$ cat config.mk
export PLATFORM = sky130hd
export DESIGN_NAME = nc_pixel_feeder
export DESIGN_NICKNAME = d
export VERILOG_FILES = /design/src/rtl/nc_pkg.sv /design/src/rtl/nc_pixel_pack.sv /design/src/rtl/nc_pixel_feeder.sv
export SDC_FILE = /design/constraint.sdc
export NUM_CORES = 1
export LEC_CHECK = 0
export BUFFER_PORTS_ARGS = -buffer_cell sky130_fd_sc_hd__buf_2
export CORE_MARGIN = 5
export CORE_UTILIZATION = 30
export CTS_BUF_LIST = sky130_fd_sc_hd__clkbuf_8
export CTS_CLUSTER_SIZE = 16
export DETAILED_ROUTE_END_ITERATION = 8
export GPL_ROUTABILITY_DRIVEN = 0
export GPL_TIMING_DRIVEN = 0
export SYNTH_ARGS = -nofsm -noshare
export SYNTH_HDL_FRONTEND = slang
export SYNTH_SLANG_ARGS = --single-unit
$ cat constraint.sdc
create_clock -name clk -period 2.2 [get_ports clk]
set_input_delay 0 -clock clk [delete_from_list [all_inputs] [get_ports clk]]
set_output_delay 0 -clock clk [all_outputs]
set_load 0.1 [all_outputs]
$ cat src/rtl/nc_pkg.sv
// Shared constants and state type for the neural-core pixel feeder.
package nc_pkg;

  localparam int unsigned N_PIXELS = 49;
  localparam int unsigned PIX_BITS = 8;
  localparam int unsigned W_PIXEL  = 32;
  localparam int unsigned N_LANES  = W_PIXEL / PIX_BITS;
  localparam int unsigned N_WORDS  = (N_PIXELS * PIX_BITS + W_PIXEL - 1) / W_PIXEL;
  localparam int unsigned IDX_W    = 4;

  typedef enum logic [1:0] {
    ST_IDLE = 2'd0,
    ST_BIAS = 2'd1,
    ST_FILL = 2'd2,
    ST_DONE = 2'd3
  } state_e;

endpackage

$ cat src/rtl/nc_pixel_pack.sv
// Packs accepted pixels into lanes of a word and emits one registered
// word strobe per completed (or final, partially filled) word.
module nc_pixel_pack #(
  parameter int unsigned PIX_BITS = nc_pkg::PIX_BITS,
  parameter int unsigned W_PIXEL  = nc_pkg::W_PIXEL
) (
  input  logic                     clk,
  input  logic                     rst,
  input  logic                     clear,
  input  logic                     push,
  input  logic                     last,
  input  logic [PIX_BITS-1:0]      pixel,
  output logic                     word_valid,
  output logic [W_PIXEL-1:0]       word,
  output logic [nc_pkg::IDX_W-1:0] word_idx
);

  localparam int unsigned N_LANES = W_PIXEL / PIX_BITS;
  localparam int unsigned LANE_W  = (N_LANES > 1) ? $clog2(N_LANES) : 1;
  localparam int unsigned IDX_W   = nc_pkg::IDX_W;

  logic [W_PIXEL-1:0] lane_buf_q, lane_buf_d;
  logic [LANE_W-1:0]  lane_cnt_q, lane_cnt_d;
  logic [IDX_W-1:0]   word_cnt_q, word_cnt_d;
  logic [W_PIXEL-1:0] word_q, word_d;
  logic [IDX_W-1:0]   word_idx_q, word_idx_d;
  logic               word_valid_q, word_valid_d;
  logic [W_PIXEL-1:0] merged;
  logic               full;

  always_comb begin
    lane_buf_d   = lane_buf_q;
    lane_cnt_d   = lane_cnt_q;
    word_cnt_d   = word_cnt_q;
    word_d       = word_q;
    word_idx_d   = word_idx_q;
    word_valid_d = 1'b0;
    merged       = lane_buf_q;
    full         = (lane_cnt_q == LANE_W'(N_LANES - 1)) || last;

    for (int unsigned i = 0; i < N_LANES; i++) begin
      if (lane_cnt_q == LANE_W'(i)) begin
        merged[i*PIX_BITS +: PIX_BITS] = pixel;
      end
    end

    if (clear) begin
      // Word register keeps its last value; only progress is dropped.
      lane_buf_d = '0;
      lane_cnt_d = '0;
      word_cnt_d = '0;
      word_idx_d = '0;
    end else if (push) begin
      if (full) begin
        word_d       = merged;
        word_idx_d   = word_cnt_q;
        word_cnt_d   = word_cnt_q + 1'b1;
        word_valid_d = 1'b1;
        lane_buf_d   = '0;
        lane_cnt_d   = '0;
      end else begin
        lane_buf_d = merged;
        lane_cnt_d = lane_cnt_q + 1'b1;
      end
    end
  end

  always_ff @(posedge clk) begin
    if (rst) begin
      lane_buf_q   <= '0;
      lane_cnt_q   <= '0;
      word_cnt_q   <= '0;
      word_q       <= '0;
      word_idx_q   <= '0;
      word_valid_q <= 1'b0;
    end else begin
      lane_buf_q   <= lane_buf_d;
      lane_cnt_q   <= lane_cnt_d;
      word_cnt_q   <= word_cnt_d;
      word_q       <= word_d;
      word_idx_q   <= word_idx_d;
      word_valid_q <= word_valid_d;
    end
  end

  assign word_valid = word_valid_q;
  assign word       = word_q;
  assign word_idx   = word_idx_q;

endmodule

$ cat src/rtl/nc_pixel_feeder.sv
// Streams one image of pixels into the neural core: bias-load pulse,
// packed pixel words, then a done pulse; abortable at any point.
module nc_pixel_feeder #(
  parameter int unsigned N_PIXELS = nc_pkg::N_PIXELS,
  parameter int unsigned PIX_BITS = nc_pkg::PIX_BITS,
  parameter int unsigned W_PIXEL  = nc_pkg::W_PIXEL
) (
  input  logic                clk,
  input  logic                rst,
  input  logic                start,
  input  logic                abort,
  input  logic                s_valid,
  output logic                s_ready,
  input  logic [PIX_BITS-1:0] s_pixel,
  output logic                nc_new_layer,
  output logic                nc_pixel_ready,
  output logic [W_PIXEL-1:0]  nc_pixel_word,
  output logic [3:0]          nc_word_idx,
  output logic                busy,
  output logic                done
);

  import nc_pkg::state_e;
  import nc_pkg::ST_IDLE;
  import nc_pkg::ST_BIAS;
  import nc_pkg::ST_FILL;
  import nc_pkg::ST_DONE;

  localparam int unsigned CNT_W = $clog2(N_PIXELS + 1);

  state_e            state_q, state_d;
  logic [CNT_W-1:0]  pix_cnt_q, pix_cnt_d;
  logic              s_ready_q, s_ready_d;
  logic              nc_new_layer_q, nc_new_layer_d;
  logic              busy_q, busy_d;
  logic              done_q, done_d;
  logic              hs;
  logic              push;
  logic              last;
  logic              pack_clear;

  always_comb begin
    state_d    = state_q;
    pix_cnt_d  = pix_cnt_q;
    hs         = s_valid && s_ready_q;
    push       = hs && !abort;
    last       = (pix_cnt_q == CNT_W'(N_PIXELS - 1));
    pack_clear = 1'b0;

    unique case (state_q)
      ST_IDLE: begin
        if (start) begin
          state_d    = ST_BIAS;
          pix_cnt_d  = '0;
          pack_clear = 1'b1;
        end
      end
      ST_BIAS: state_d = ST_FILL;
      ST_FILL: begin
        if (push) begin
          pix_cnt_d = pix_cnt_q + 1'b1;
        end
        // All pixels in means this cycle carries the final word strobe.
        if (pix_cnt_q == CNT_W'(N_PIXELS)) begin
          state_d = ST_DONE;
        end
      end
      ST_DONE: state_d = ST_IDLE;
      default: state_d = ST_IDLE;
    endcase

    if (abort && (state_q != ST_IDLE)) begin
      state_d    = ST_IDLE;
      pix_cnt_d  = '0;
      pack_clear = 1'b1;
    end

    s_ready_d      = (state_d == ST_FILL) && (pix_cnt_d < CNT_W'(N_PIXELS));
    nc_new_layer_d = (state_d == ST_BIAS);
    busy_d         = (state_d != ST_IDLE);
    done_d         = (state_d == ST_DONE);
  end

  always_ff @(posedge clk) begin
    if (rst) begin
      state_q        <= ST_IDLE;
      pix_cnt_q      <= '0;
      s_ready_q      <= 1'b0;
      nc_new_layer_q <= 1'b0;
      busy_q         <= 1'b0;
      done_q         <= 1'b0;
    end else begin
      state_q        <= state_d;
      pix_cnt_q      <= pix_cnt_d;
      s_ready_q      <= s_ready_d;
      nc_new_layer_q <= nc_new_layer_d;
      busy_q         <= busy_d;
      done_q         <= done_d;
    end
  end

  nc_pixel_pack #(
    .PIX_BITS (PIX_BITS),
    .W_PIXEL  (W_PIXEL)
  ) u_pack (
    .clk        (clk),
    .rst        (rst),
    .clear      (pack_clear),
    .push       (push),
    .last       (last),
    .pixel      (s_pixel),
    .word_valid (nc_pixel_ready),
    .word       (nc_pixel_word),
    .word_idx   (nc_word_idx)
  );

  assign s_ready      = s_ready_q;
  assign nc_new_layer = nc_new_layer_q;
  assign busy         = busy_q;
  assign done         = done_q;

endmodule

* Word level (Yosys, flattened, before mapping) *
Cells that the tools add are included.

operators by class
  add/sub/neg operators = 3
  order comparisons = 1
  eq/ne operators = 11
  muxes and demuxes = 18
  bitwise logic cells = 2
  reductions and logical operators = 14

operators with widths
  operator                                             number
  2-to-1 mux 32 bit                                    1
  2-to-1 mux 8 bit                                     4
  2-to-1 mux 6 bit                                     3
  equality test 2 bit, second input constant           6
  equality test 6 bit, second input constant           2
  one-hot mux 6 bit (2 select lines)                   1
  2-to-1 mux 2 bit                                     4
  one-hot mux 2 bit (4 select lines)                   1
  adder 6 x 1 -> 6 bit, second input constant          1
  equality test 2 x 1 -> 1 bit, second input constant  3
  < comparator 6 bit, second input constant            1
  adder 4 x 1 -> 4 bit, second input constant          1
  logical AND 1 bit                                    4
  logical NOT 2 bit                                    2
  2-to-1 mux 1 bit                                     4
  nonzero test 2 bit                                   2
  AND reduction 3 bit                                  1
  OR reduction 3 bit                                   1
  adder 2 x 1 -> 2 bit, second input constant          1
  NOT 1 bit                                            2
  AND reduction 2 bit                                  1
  OR reduction 2 bit                                   1
  logical NOT 1 bit                                    1
  logical OR 1 bit                                     1

storage, ports and cells
  register bits after elaboration = 87
  input bits = 13

* Logic depth before layout (Yosys ltp) *
  depth after elaboration = 7
  mapped depth = 10
  depth with buffers taken out = 7

* By module *
A second synthesis with hierarchy kept.

second synthesis, totals
  cells, all modules = 426
  area, all modules = 3891.2 µm²

by module, submodules not included
  module           instances  cells an instance  area each (µm²)  sequential area each (µm²)
  nc_pixel_pack    1          342                3194.3           1501.4
  nc_pixel_feeder  1          84                 696.9            240.2

* Worst setup path before layout *
OpenSTA, ideal clock, no wires.

  path kind = reg-to-reg
  from = register s_ready_q, in the netlist s_ready
  to = register u_pack.word_q[13], in the netlist u_pack.word[13]
  library setup time = 0.081 ns
  arrival = 2.374 ns
  data required time = 2.119 ns
  slack = -0.255 ns
  cell stages (with the launch flop) = 7
  period minus slack after synthesis = 2.455 ns
  cells stage by stage = dfxtp_1 -> nand3b_1 -> a2111oi_4 -> buf_6 -> buf_6 -> nor2_1 -> a211oi_2

on the way
  longest elaborated chain between the ends = 3

ends and longest elaborated chain
  element                               line                   source
  from (decl)                           nc_pixel_feeder.sv:33  logic s_ready_q, s_ready_d;
  from (signal assigned)                nc_pixel_feeder.sv:95  s_ready_q <= s_ready_d;
  logical AND 1 bit                     nc_pixel_feeder.sv:45  hs = s_valid && s_ready_q;
  logical AND 1 bit                     nc_pixel_feeder.sv:46  push = hs && !abort;
  AND reduction 3 bit (no source line)  n/a
  to (signal assigned)                  nc_pixel_pack.sv:80    word_q <= word_d;
  to (decl)                             nc_pixel_pack.sv:25    logic [W_PIXEL-1:0] word_q, word_d;

Every way passes these cells.
A chain may end at the register's enable or synchronous reset.

* Worst setup path in the final report *
  from = register state_q[0]
  to = register u_pack.lane_buf_q[21]

on the way
  longest elaborated chain between the ends = 4
  elaborated cells between the ends (all ways) = 6

ends and longest elaborated chain
  element                                                  line                                          source
  from (decl)                                              nc_pixel_feeder.sv:31                         state_e state_q, state_d;
  from (signal assigned)                                   nc_pixel_feeder.sv:93                         state_q <= state_d;
  logical NOT 2 bit or nonzero test 2 bit (tied branches)  nc_pixel_feeder.sv:50, nc_pixel_feeder.sv:72
  2-to-1 mux 1 bit or logical AND 1 bit (tied branches)    nc_pixel_feeder.sv:50, nc_pixel_feeder.sv:72
  2-to-1 mux 1 bit *                                       nc_pixel_feeder.sv:72                         if (abort && (state_q != ST_IDLE)) begin
  OR reduction 2 bit (no source line) *                    n/a
  to (signal assigned)                                     nc_pixel_pack.sv:77                           lane_buf_q <= lane_buf_d;
  to (decl)                                                nc_pixel_pack.sv:22                           logic [W_PIXEL-1:0] lane_buf_q, lane_buf_d;

Every way passes the cells marked *; elsewhere a longest branch is shown, timed or not.

==> summary.md <==
| Metric | Value |
|---|---|
| Hold Path Class | `in -> reg` |
| H-tree depth | `3` |
| Primary FF master, synth | `dfxtp_1` |
| Fillcell total | `1275` |
| RSZ-0062 raised after global routing | `no` |
| Final nets | `498` |
| Cell depth of the worst hold path | `3` |
| CTS clock-pin slew for the worst setup and hold paths | `~0.08 ns` |
| CP max FO | `10` |
| Drt total wl | `between 9 and 10 mm` |
| Slew Limit Fails | `0` |
| PwrDens | `740 nW/um2` |
| Reg2Reg Setup Slack | `0.17 ns` |
| Seq/Total Area, Yosys | `a little under half` |
| Register area | `1740 um2` |
| Clock Skew | `approximately 0.0067 ns` |
| Drt wl/cell | `roughly 14 um` |
| Initial antenna violation count | `0` |
| Yosys top cell area share | `between 40% and 50%` |
| Rel. slew slack | `between 40% and 50%` |
| Post-layout min period | `approximately 2 ns` |
| Worst-Skew Late Latency | `0.37 ns` |
| Cell variety after synth | `42` |
| Worst slack at placement | `-0.0469 ns` |
| CTS tree | `built` |
| Leading post-synthesis cells by cell area | `dfxtp_1 46%, a211oi_2 9.2%, mux2i_1 9.2%` |
| DRC Markers | `0` |
| Crit start category | `flip-flop` |
| Synthesized area per cell | `9.49 um2` |
| #FFs+latches synth | `87` |
| Worst Reg-to-Reg Cells | `10` |
| Max Fclk | `0.494 GHz` |
| Die width | `123 um` |
| Largest net degree at the start of global routing | `14` |
| Root buffer cell | `clkbuf_8` |
| Cell with the most instances after synthesis | `dfxtp_1` |
| Crit path kind | `reg -> reg` |
| Starting Density | `between 30% and 40%` |
| Buffer and inverter count on the worst path | `4` |
| FP Rows | `roughly 40` |
| Vias in the first global route | `3075` |
| Area of the multi-input gates | `~1900 um2` |
| CP endpoint kind | `flip-flop` |
| Detailed-route via count | `3030` |
| Max-cap violation count | `0` |
| IO Count | `54` |
| Number of enable flip-flop cells after synthesis | `0` |
| CTS Sinks | `87` |
| Hold WS | `0.0657 ns` |
| DP HPWL | `between 6 and 7 mm` |
| Total GRT Usage | `12.8%` |
| Final Setup Violations | `0` |
| First-pass GRT wire length | `15.0 mm` |
| DRT iter0 DRCs | `slightly above 200` |
| VDD IR max | `0.267 mV` |
| CP delay by family, top | `buffers and inverters` |
| Die Y | `123 um` |
| P_leak | `1.67 nW` |
| DR pass1 iterations | `4` |
| Die Footprint | `15000 um2` |
| TritonCTS Buffers | `9` |
| Buffers added on ports | `52` |
| Mapped cell area | `approximately 3800 um2` |
| Yosys Warn Count | `0` |
| Worst Hold Path EP | `u_pack.lane_buf_q[8]$_SDFFE_PP0P_` |
| Crit Reg-Reg Endpoint | `u_pack.lane_buf_q[21]$_SDFFE_PP0P_` |
| WP data required | `between 2 and 3 ns` |
| Final number of hold-violating endpoints | `0` |
| CP max stage cell | `dfxtp_1` |
| Post-synth top cells | `87 x dfxtp_1, 69 x nand2_1, 43 x nor2_1` |
| Final WS setup | `0.174 ns` |
| ANT cells | `0` |
| Area growth syn-to-layout | `20.3%` |
| Syn Nets | `424` |
| Post-synth ARST share | `0%` |
| Status | `finished, final reports clean` |
| Max stage delay on crit path | `around 0.32 ns` |
| Critical-path cell list | `inv_1 > ha_1 > clkbuf_2 > nor2b_4 > nor2_2 > nand2_1 > or2_1 > buf_2 > clkbuf_4 > a21oi_1` |
| CORE AREA | `12500 um2` |
| Cells after synthesis | `~400` |
| Final core occ | `36.6%` |
| Layout cell share with drive strength beyond 1 | `between 20 and 25%` |
| Synth area leader | `dfxtp_1` |
| Part of the cycle the worst path needs | `92.1%` |
| Min-Delay Startpoint | `s_pixel[0]` |
| Clock Path Buffers | `2` |
| Number of routed nets with antenna violations | `0` |
| Least-Margin Pin Slew | `roughly 0.76 ns` |
| CP arrival | `approximately 2.3 ns` |
| Reg2Reg Launch Point | `state_q[0]$_SDFF_PP0_` |
| Average via count per standard cell | `4.65` |
| Total grt overflow | `0` |
==> cell type report <==
type	count	area share, %
plain buffers	27	3.28
well taps	172	4.70
multi-input cells	278	41.4
flip-flops and latches	87	38.1
inverters	9	0.738
clock inverters	4	0.492
clock buffers	11	3.31
repair buffers	63	7.98
==> worst min-delay path: stages <==
cell	delay [ns]
buf_1	0.21
nand2_1	0.12
a21oi_1	0.06
==> stage by stage <==
stage	power, mW	instances	setup TNS [ns]	cell area, um2
after floorplan	2.20	401	0	3800
after global placement	2.35	625	-0.415	4280
after detailed placement	2.36	625	-0.518	4280
after CTS	3.40	649	0	4550
after global routing	3.55	651	0	4580
final	3.39	651	0	4580
==> state kept, by name (all words and copies together) (netlist names) <==
register and flops:
u_pack.lane_buf_q 32, u_pack.word 32, pix_cnt_q 6, u_pack.word_cnt_q 4, u_pack.word_idx 4, state_q 2, u_pack.lane_cnt_q 2, busy 1
done 1, nc_new_layer 1, s_ready 1, u_pack.word_valid 1
==> power breakdown <==
| group | switching (mW) | internal, mW |
|---|---|---|
| Clock | 0.557 | 0.460 |
| Sequential | 0.0219 | 1.62 |
| Combinational | 0.541 | 0.185 |
==> metal layers <==
metal  vias up  part of all wire, %  track usage, %  wire length [um]
li1       1527                    -               -                 -
met1      1406                   48            16.1              4350
met2        73                   44            19.6              4030
met3        24                  5.5            3.92               499
met4         0                  3.0            6.86               275
met5         -                    0               0                 0
==> cells by family after synthesis <==
group,after synthesis,share of synthesized area [%]
AO/OA/AOI/OAI,82,18.4
XOR/XNOR,4,0.921
flip-flops,87,45.8
buffers and inverters,36,4.77
multiplexers,36,9.51
AND/OR/NAND/NOR,146,17.4
adder cells (fa/ha/maj),10,3.29
==> what timing repair did <==
action	in CTS	in global routing
gates resized for setup	1	3
endpoints found under the setup margin	20	29
endpoints found under the hold margin	27	0
hold buffers	9	0
setup buffers	0	2
==> how the worst max path moves through the flow <==
| stage | endpoint | from | cells past startpoint | slack, ns |
|---|---|---|---|---|
| after CTS | u_pack.lane_buf_q[21]$_SDFFE_PP0P_ | state_q[0]$_SDFF_PP0_ | 10 | 0.04 |
| after detailed placement | u_pack.lane_buf_q[21]$_SDFFE_PP0P_ | state_q[0]$_SDFF_PP0_ | 10 | -0.05 |
| after global routing | u_pack.lane_buf_q[21]$_SDFFE_PP0P_ | state_q[0]$_SDFF_PP0_ | 10 | 0.03 |
| after floorplan | u_pack.word[13]$_SDFFE_PP0P_ | s_ready$_SDFF_PP0_ | 6 | 0.16 |
| final | u_pack.lane_buf_q[21]$_SDFFE_PP0P_ | state_q[0]$_SDFF_PP0_ | 10 | 0.17 |
| after global placement | u_pack.lane_buf_q[21]$_SDFFE_PP0P_ | state_q[0]$_SDFF_PP0_ | 10 | -0.03 |
==> cells in the final DEF, fill, tap and decap left out, types with 5 or more instances in the layout <==
| cell | Yosys | routed |
|---|---|---|
| dfxtp_1 | 87 | 86 |
| nand2_1 | 69 | 69 |
| buf_2 | 3 | 54 |
| nor2_1 | 43 | 42 |
| mux2i_1 | 35 | 35 |
| a21oi_1 | 32 | 32 |
| a211oi_2 | 28 | 28 |
| clkbuf_1 | 12 | 12 |
| and2_1 | 11 | 11 |
| clkbuf_8 | 0 | 11 |
| inv_1 | 9 | 10 |
| ha_1 | 10 | 10 |
| dlygate4sd3_1 | 0 | 9 |
| a211oi_1 | 6 | 6 |
| a22o_1 | 5 | 5 |
| buf_4 | 3 | 5 |
Note: power is estimated with default switching activity, not from simulation.
